[src/rtl/session_sequencer.sv]
// session_sequencer: game session controller.
// Walks IDLE -> COUNTDOWN (3,2,1) -> PLAY -> RESULTS -> IDLE, pulsing
// player_rst on each accepted start and done when the results screen expires.
// All counters advance only on tick_i. A start_i in any state restarts the
// session immediately.
// Optional feature: define SESSION_PAUSE_EN to enable a pause button that
// toggles between PLAY and PAUSE on each press.
module session_sequencer #(
  parameter int COUNT_TICKS  = 60,
  parameter int RESULT_TICKS = 180
) (
  input  logic        clk_i,
  input  logic        rst_ni,
  input  logic        start_i,
  input  logic [1:0]  song_i,
  input  logic        tick_i,
  input  logic        pause_btn_i,
  input  logic        song_end_i,
  output logic [2:0]  phase_o,
  output logic [1:0]  song_sel_o,
  output logic        player_rst_o,
  output logic        play_en_o,
  output logic [1:0]  count_digit_o,
  output logic [15:0] elapsed_o,
  output logic        done_o
);

  localparam logic [2:0] IDLE      = 3'b000;
  localparam logic [2:0] COUNTDOWN = 3'b001;
  localparam logic [2:0] PLAY      = 3'b010;
  localparam logic [2:0] PAUSE     = 3'b011;
  localparam logic [2:0] RESULTS   = 3'b100;

  // The tick counter is shared between the countdown and results screens,
  // so it is sized for the larger of the two terminal counts.
  localparam logic [15:0] COUNT_LAST  = 16'(COUNT_TICKS - 1);
  localparam logic [15:0] RESULT_LAST = 16'(RESULT_TICKS - 1);

  logic [2:0]  state_q, state_d;
  logic [1:0]  song_sel_q, song_sel_d;
  logic        player_rst_q, player_rst_d;
  logic        play_en_q, play_en_d;
  logic [1:0]  count_digit_q, count_digit_d;
  logic [15:0] elapsed_q, elapsed_d;
  logic        done_q, done_d;
  logic [15:0] tick_cnt_q, tick_cnt_d;

`ifdef SESSION_PAUSE_EN
  logic pause_q;
  logic pause_edge;

  // Remember last cycle's button level so a held press yields one edge.
  always_ff @(posedge clk_i or negedge rst_ni) begin
    if (!rst_ni) begin
      pause_q <= 1'b0;
    end else begin
      pause_q <= pause_btn_i;
    end
  end

  assign pause_edge = pause_btn_i & ~pause_q;
`else
  logic unused_pause;
  assign unused_pause = pause_btn_i;
`endif

  // Next-state logic: start overrides everything, otherwise per-state rules.
  always_comb begin
    state_d       = state_q;
    song_sel_d    = song_sel_q;
    player_rst_d  = 1'b0;
    count_digit_d = count_digit_q;
    elapsed_d     = elapsed_q;
    done_d        = 1'b0;
    tick_cnt_d    = tick_cnt_q;

    if (start_i) begin
      state_d       = COUNTDOWN;
      song_sel_d    = song_i;
      player_rst_d  = 1'b1;
      count_digit_d = 2'd3;
      elapsed_d     = 16'd0;
      tick_cnt_d    = 16'd0;
    end else begin
      case (state_q)
        IDLE: begin
          state_d = IDLE;
        end

        COUNTDOWN: begin
          if (tick_i) begin
            if (tick_cnt_q == COUNT_LAST) begin
              tick_cnt_d = 16'd0;
              if (count_digit_q == 2'd1) begin
                state_d       = PLAY;
                count_digit_d = 2'd0;
              end else begin
                count_digit_d = count_digit_q - 2'd1;
              end
            end else begin
              tick_cnt_d = tick_cnt_q + 16'd1;
            end
          end
        end

        PLAY: begin
          if (tick_i && (elapsed_q != 16'hFFFF)) begin
            elapsed_d = elapsed_q + 16'd1;
          end
          if (song_end_i) begin
            state_d    = RESULTS;
            tick_cnt_d = 16'd0;
          end
`ifdef SESSION_PAUSE_EN
          else if (pause_edge) begin
            state_d = PAUSE;
          end
`endif
        end

`ifdef SESSION_PAUSE_EN
        PAUSE: begin
          if (song_end_i) begin
            state_d    = RESULTS;
            tick_cnt_d = 16'd0;
          end else if (pause_edge) begin
            state_d = PLAY;
          end
        end
`endif

        RESULTS: begin
          if (tick_i) begin
            if (tick_cnt_q == RESULT_LAST) begin
              state_d    = IDLE;
              done_d     = 1'b1;
              tick_cnt_d = 16'd0;
            end else begin
              tick_cnt_d = tick_cnt_q + 16'd1;
            end
          end
        end

        default: begin
          state_d = IDLE;
        end
      endcase
    end

    play_en_d = (state_d == PLAY);
  end

  // Session state registers, cleared asynchronously by reset.
  always_ff @(posedge clk_i or negedge rst_ni) begin
    if (!rst_ni) begin
      state_q       <= IDLE;
      song_sel_q    <= 2'd0;
      player_rst_q  <= 1'b0;
      play_en_q     <= 1'b0;
      count_digit_q <= 2'd0;
      elapsed_q     <= 16'd0;
      done_q        <= 1'b0;
      tick_cnt_q    <= 16'd0;
    end else begin
      state_q       <= state_d;
      song_sel_q    <= song_sel_d;
      player_rst_q  <= player_rst_d;
      play_en_q     <= play_en_d;
      count_digit_q <= count_digit_d;
      elapsed_q     <= elapsed_d;
      done_q        <= done_d;
      tick_cnt_q    <= tick_cnt_d;
    end
  end

  assign phase_o       = state_q;
  assign song_sel_o    = song_sel_q;
  assign player_rst_o  = player_rst_q;
  assign play_en_o     = play_en_q;
  assign count_digit_o = count_digit_q;
  assign elapsed_o     = elapsed_q;
  assign done_o        = done_q;

endmodule

[config.mk]
export PLATFORM = sky130hd
export DESIGN_NAME = session_sequencer
export DESIGN_NICKNAME = d
export VERILOG_FILES = /design/src/rtl/session_sequencer.sv
export SDC_FILE = /design/constraint.sdc
export NUM_CORES = 1
export LEC_CHECK = 0
export ABC_CLOCK_PERIOD_IN_PS = 2200
export CORE_ASPECT_RATIO = 1.5
export CORE_MARGIN = 1.5
export CORE_UTILIZATION = 54
export CTS_CLUSTER_DIAMETER = 60
export CTS_CLUSTER_SIZE = 28
export DETAILED_ROUTE_END_ITERATION = 10
export HOLD_SLACK_MARGIN = 0.06
export PLACE_DENSITY = 0.79
export SETUP_SLACK_MARGIN = 0.4
export SLEW_MARGIN = 10
export SYNTH_ARGS = -nofsm -noshare
export SYNTH_HDL_FRONTEND = slang
export SYNTH_SLANG_ARGS = --single-unit
[constraint.sdc]
create_clock -name clk_i -period 2.2 [get_ports clk_i]
set_clock_uncertainty 0.05 [all_clocks]
set_input_delay 0.44 -clock clk_i [delete_from_list [all_inputs] [get_ports clk_i]]
set_output_delay 0.44 -clock clk_i [all_outputs]
set_load 0.02 [all_outputs]
Word-level counts from Yosys, hierarchy flattened
Index checks and enable logic that the tools add are counted.
{"block": "classes", "mux": 28, "eq_ne": 11, "reduce_logical": 10, "n_addsub": 3}
{"operator": "$mux 16", "count": 9}
{"operator": "$pmux 16 s3", "count": 1}
{"operator": "$add 16x1->16 const B", "count": 2}
{"operator": "$mux 3", "count": 7}
{"operator": "$eq 16x6->1 const B", "count": 1}
{"operator": "$eq 16x8->1 const B", "count": 1}
{"operator": "$ne 16x16->1 const B", "count": 1}
{"operator": "$mux 2", "count": 5}
{"operator": "$reduce_bool 2->1", "count": 5}
{"operator": "$ne 3x3->1 const B", "count": 3}
{"operator": "$pmux 3 s3", "count": 1}
{"operator": "$eq 3x2->1 const B", "count": 2}
{"operator": "$mux 1", "count": 5}
{"operator": "$reduce_and 4->1", "count": 1}
{"operator": "$reduce_bool 4->1", "count": 1}
{"operator": "$eq 3x1->1 const B", "count": 1}
{"operator": "$eq 3x3->1 const B", "count": 1}
{"operator": "$reduce_and 3->1", "count": 1}
{"operator": "$eq 2x1->1 const B", "count": 1}
{"operator": "$reduce_and 2->1", "count": 1}
{"operator": "$sub 2x1->2 const B", "count": 1}
{"operator": "$logic_and 1x1->1", "count": 1}
{"block": "word_totals", "input_bits": 8, "register_bits": 42, "out_inout_bits": 26, "wordCells": 60}

Logic depth before layout (Yosys ltp)
{"block": "depth", "depth_word": 7, "mapped_depth": 7, "depth_no_buf": 6}

Worst setup path before layout
Ideal clock, no wire load.
{"block": "synth_timing", "kind": "register to register", "startpoint": "register elapsed_q[0] (netlist: elapsed_o[0])", "endpoint": "register elapsed_q[12] (netlist: elapsed_o[12])", "setup_slack_ps": 224, "required_time_ps": 2018, "arrival_ps": 1794, "synth_period_minus_slack_ps": 1976, "stages_incl_launch_ff": 7, "setup_time_ps": 132, "path_buffers": 0, "cell_sequence": "dfrtp_1 -> ha_1 -> nand2_1 -> or3_4 -> or4_1 -> xor2_1 -> nor2_1"}
{"block": "synth_via", "elab_chain_len": 4, "word_cells_on_any_way": 8, "classes_between": "1 x add/sub; 1 x eq/ne; 3 x mux; 3 x reduce/logical"}
{"item": "start, declared", "line_no": "44", "text": "logic [15:0] elapsed_q, elapsed_d;"}
{"item": "start signal, assigned", "line_no": "170", "text": "elapsed_q <= elapsed_d;"}
{"item": "$add 16x1->16 or $ne 16x16->1 (tied branches)", "line_no": "108, 107"}
{"item": "$mux 16 or $logic_and 1x1->1 (tied branches)", "line_no": "107", "text": "if (tick_i && (elapsed_q != 16'hFFFF)) begin"}
{"item": "$mux 16 or $reduce_bool 2->1 (tied branches)"}
{"item": "$mux 16 or $reduce_and 2->1 (tied branches)"}
Several ways; a longest one is shown, not always the timed one. The select of a mux whose other input is x is not followed.
A chain may end at the register's enable or synchronous reset.

Worst setup path in the final report
{"block": "layout_timing", "startpoint": "register tick_cnt_q[0]", "endpoint": "register tick_cnt_q[3]"}
{"block": "layout_via", "elab_chain_len": 5, "word_cells_on_any_way": 9, "classes_between": "1 x add/sub; 2 x eq/ne; 6 x mux"}
{"item": "start, declared", "line_no": "46", "text": "logic [15:0] tick_cnt_q, tick_cnt_d;"}
{"item": "start signal, assigned", "line_no": "172", "text": "tick_cnt_q <= tick_cnt_d;"}
{"item": "$add 16x1->16, or another cell as far along", "line_no": "101, 139"}
{"item": "$mux 16, on equally long branches", "line_no": "134, 92"}
{"item": "$mux 16, on equally long branches", "line_no": "133, 91"}
{"item": "$pmux 16 s3 *", "line_no": "85", "text": "case (state_q)"}
{"item": "$mux 16 *", "line_no": "77", "text": "if (start_i) begin"}
Every way passes the cells marked *; elsewhere a longest branch is shown, timed or not. The select of a mux whose other input is x is not followed.

==> flow_summary.yaml <==
finish:
  drive_gt1_share_pct: 38.9
  stdcell_count: 375
  diodes: 0
  multi_input_area_sq_um: 1520
  nets: 339
  ff_latch_area_sq_um: 1070
  fin_area_sq_um: 3470
  syn2layout_area_growth_pct: 43.1
  fillers: 260
power_and_ir_drop:
  power_leakage_nw: 1.57
  peakVddDrop_v: 0.000350
  p_total_mw: 1.48
  powerDensity_nw_per_um2: 425
critical_path:
  critical_path.cell_chain: "ha_4, and4b_1, nand4_1, a22o_2, buf_6, a21o_1, a22o_1"
  critical_path_peak_fanout: 4
  crit_required_ps: 2340
  cp-start-kind: "register"
  cp_num_buf_inv: 1
  max_stage_delay_ps: 440
  arrival_ps: 2140
  critical_path_depth: 7
  critPathSlowestCell: "dfrtp_1"
  path_class: "register to register"
  crit_family: "compound AO/OA/AOI/OAI gates"
  r2r_cells: 7
  critPathCaptureType: "register"
floorplan:
  die-width_um: 57.7
  start_util_pct: 56.7
  dieArea_sq_um: 4910
  placeableCoreArea_sq_um: 4280
  ios: 34
  die_h_um: 85.1
  rows: 29
yosys:
  synthFlopType: "dfrtp_1"
  synth_area_per_cell_sq_um: 9.70
  synth.most_common_cell: "dfrtp_1"
  synthesis.area_sq_um: 2430
  synthTopCellsByCount: "dfrtp_1 (42), nor2_1 (24), nand2_1 (20)"
  synth-seq-cells: 42
  yosysWarningCount: 0
  synth_top_cell_area_share_pct: 43.3
  async_flop_share_pct: 100
  synth_cell_types: 64
  syn-num-nets: 261
  ys_seq_area_share_pct: 43.3
  syn_inst: 250
  yosys.area.top_type: "dfrtp_1"
  netlist_top_cells_area: "dfrtp_1 (43%), nor2_1 (3.7%), xor2_1 (3.6%)"
  synth_edf_count: 0
routing:
  ant_nets: 0
  drt_wl_total_mm: 7.09
  drc: 3
  drtIter0Drc: 200
  dr.pass1.iters: 7
  wl_per_cell_um: 18.9
  avgViaCountPerCell: 6.25
  num_vias: 2344
global_route:
  track_usage_pct: 27.3
  grt-ovfl-total: 0
  antenna_found_initial: 0
  grt_pass1_wl_mm: 10.5
  grt_start_max_net_pins: 18
  grt_pass1_vias: 2242
outcome:
  failed_checks: "design-rule violations"
  status: "complete, but fails checks"
timing:
  fin_crit_ps: 2000
  hold_viol_final: 0
  rsz0062_at_grt: "yes"
  finalSetupViolations: 0
  worst_slew_margin_rel_pct: 68.9
  worst_pin_slew_ps: 463
  drv_slew: 0
  fmax_mhz: 501
  finalCritPeriodShare_pct: 90.8
  whs_ps: 464
place:
  port_buffers: 32
  dp_hpwl_mm: 4.32
  gp_congestion: 0.951
  placed_area_sq_um: 2940
  place_inst: 336
cts:
  ctsLongestPathBuffers: 2
  clk_pin_slew_ps: 90
  cts_buffers: 5
  clock-sinks: 42
  htree_num_levels: 2
  worst_skew_pair.late_latency_ps: 300
  cts-root-buf: "clkbuf_8"
  cts_tree: "built"
worst_hold_path:
  holdPathStages: 1
  min_path_type: "register to register"
job:
  drv_cap: 0
[placed cells by master (no fill, tap or decap), types with 3 or more instances in the layout]
cell type         n
nor4_4            3
mux2_2            3
inv_1             8
o211ai_1          3
o21ai_2           4
and3_1            5
a22o_1            5
nor4b_2           3
o21ai_0           5
clkdlybuf4s50_1   8
a21oi_1           6
xor2_1            9
dlymetal6s2s_1    3
nand4_1           9
a21o_1            3
nor2_1           24
dfrtp_2          18
nand3_1           9
nand2b_1          3
dfrtp_1          24
a31oi_1           3
clkbuf_8          5
nand2_1          19
nor3_2            5
buf_4            45
buf_6             3
dlygate4sd2_1    20
nor3_1            8
[per-layer routing]
metal | routed length, um | vias to the layer above | GRT usage, %
met1 | 2630 | 1157 | 31.8
met3 | 253 | 29 | 4.12
met2 | 3900 | 74 | 48.5
li1 | - | 1084 | -
met5 | 0 | - | 0
met4 | 297 | 0 | 11.8
[worst paths after layout]
check | from | to | slack [ps]
max | tick_cnt_q[0] | tick_cnt_q[3] | 200
min | song_sel_o[1] | song_sel_o[1] | 460
max reg2reg | tick_cnt_q[0] | tick_cnt_q[3] | 200
min reg2reg | song_sel_o[1] | song_sel_o[1] | 460
max in group asynchronous | rst_ni | phase_o[1] | 1020
min in group asynchronous | rst_ni | elapsed_o[4] | 520
[power by group]
| part | leakage [nW] | internal (mW) | switching (mW) |
|---|---|---|---|
| Combinational | 0.995 | 0.0650 | 0.0815 |
| Clock | 0.0447 | 0.230 | 0.306 |
| Sequential | 0.533 | 0.783 | 0.0121 |
| Total | 1.57 | 1.08 | 0.400 |
[area by class of cell]
class | count | area share, %
Multi-Input combinational cell | 188 | 43.9
Sequential cell | 42 | 30.9
Timing Repair Buffer | 81 | 19.6
Clock buffer | 5 | 1.98
Tap cell | 46 | 1.66
Inverter | 10 | 1.23
Clock inverter | 3 | 0.721
[registers in the layout, summed over array words and instances, names as in the netlist]
register / flops
player_rst_o: 1
done_o: 1
tick_cnt_q: 16
count_digit_o: 2
elapsed_o: 16
song_sel_o: 2
phase_o: 3
play_en_o: 1
[through the flow]
stage / setup WS (ps) / utilization (%) / TNS [ps]
global placement: -19.6 / 68.6 / -19.6
finish: 202 / 81.1 / 0
floorplan: 299 / - / 0
CTS: 220 / 74.7 / 0
detailed placement: -42.5 / 68.6 / -69.1
global route: 142 / 81.1 / 0
[cell families after synthesis]
group	count (synthesis)	synth area share [%]
buffers and inverters	20	3.82
and+or+nand+nor	116	29.0
xor gates and xnor gates	12	4.33
muxes	5	2.22
DFF	42	43.3
adders and majority gates	3	1.55
AOI/OAI and AO/OA	52	15.7
[repair_timing]
item | 4_1_cts | 5_1_grt
gates cloned | 0 | 0
hold buffers | 1 | 0
buffers inserted | 12 | 18
gates resized for setup | 44 | 36
endpoints found under the setup margin | 48 | 31
pin swaps | 14 | 12
hold endpoints to repair | 14 | 0
(Power assumes the default switching activity.)
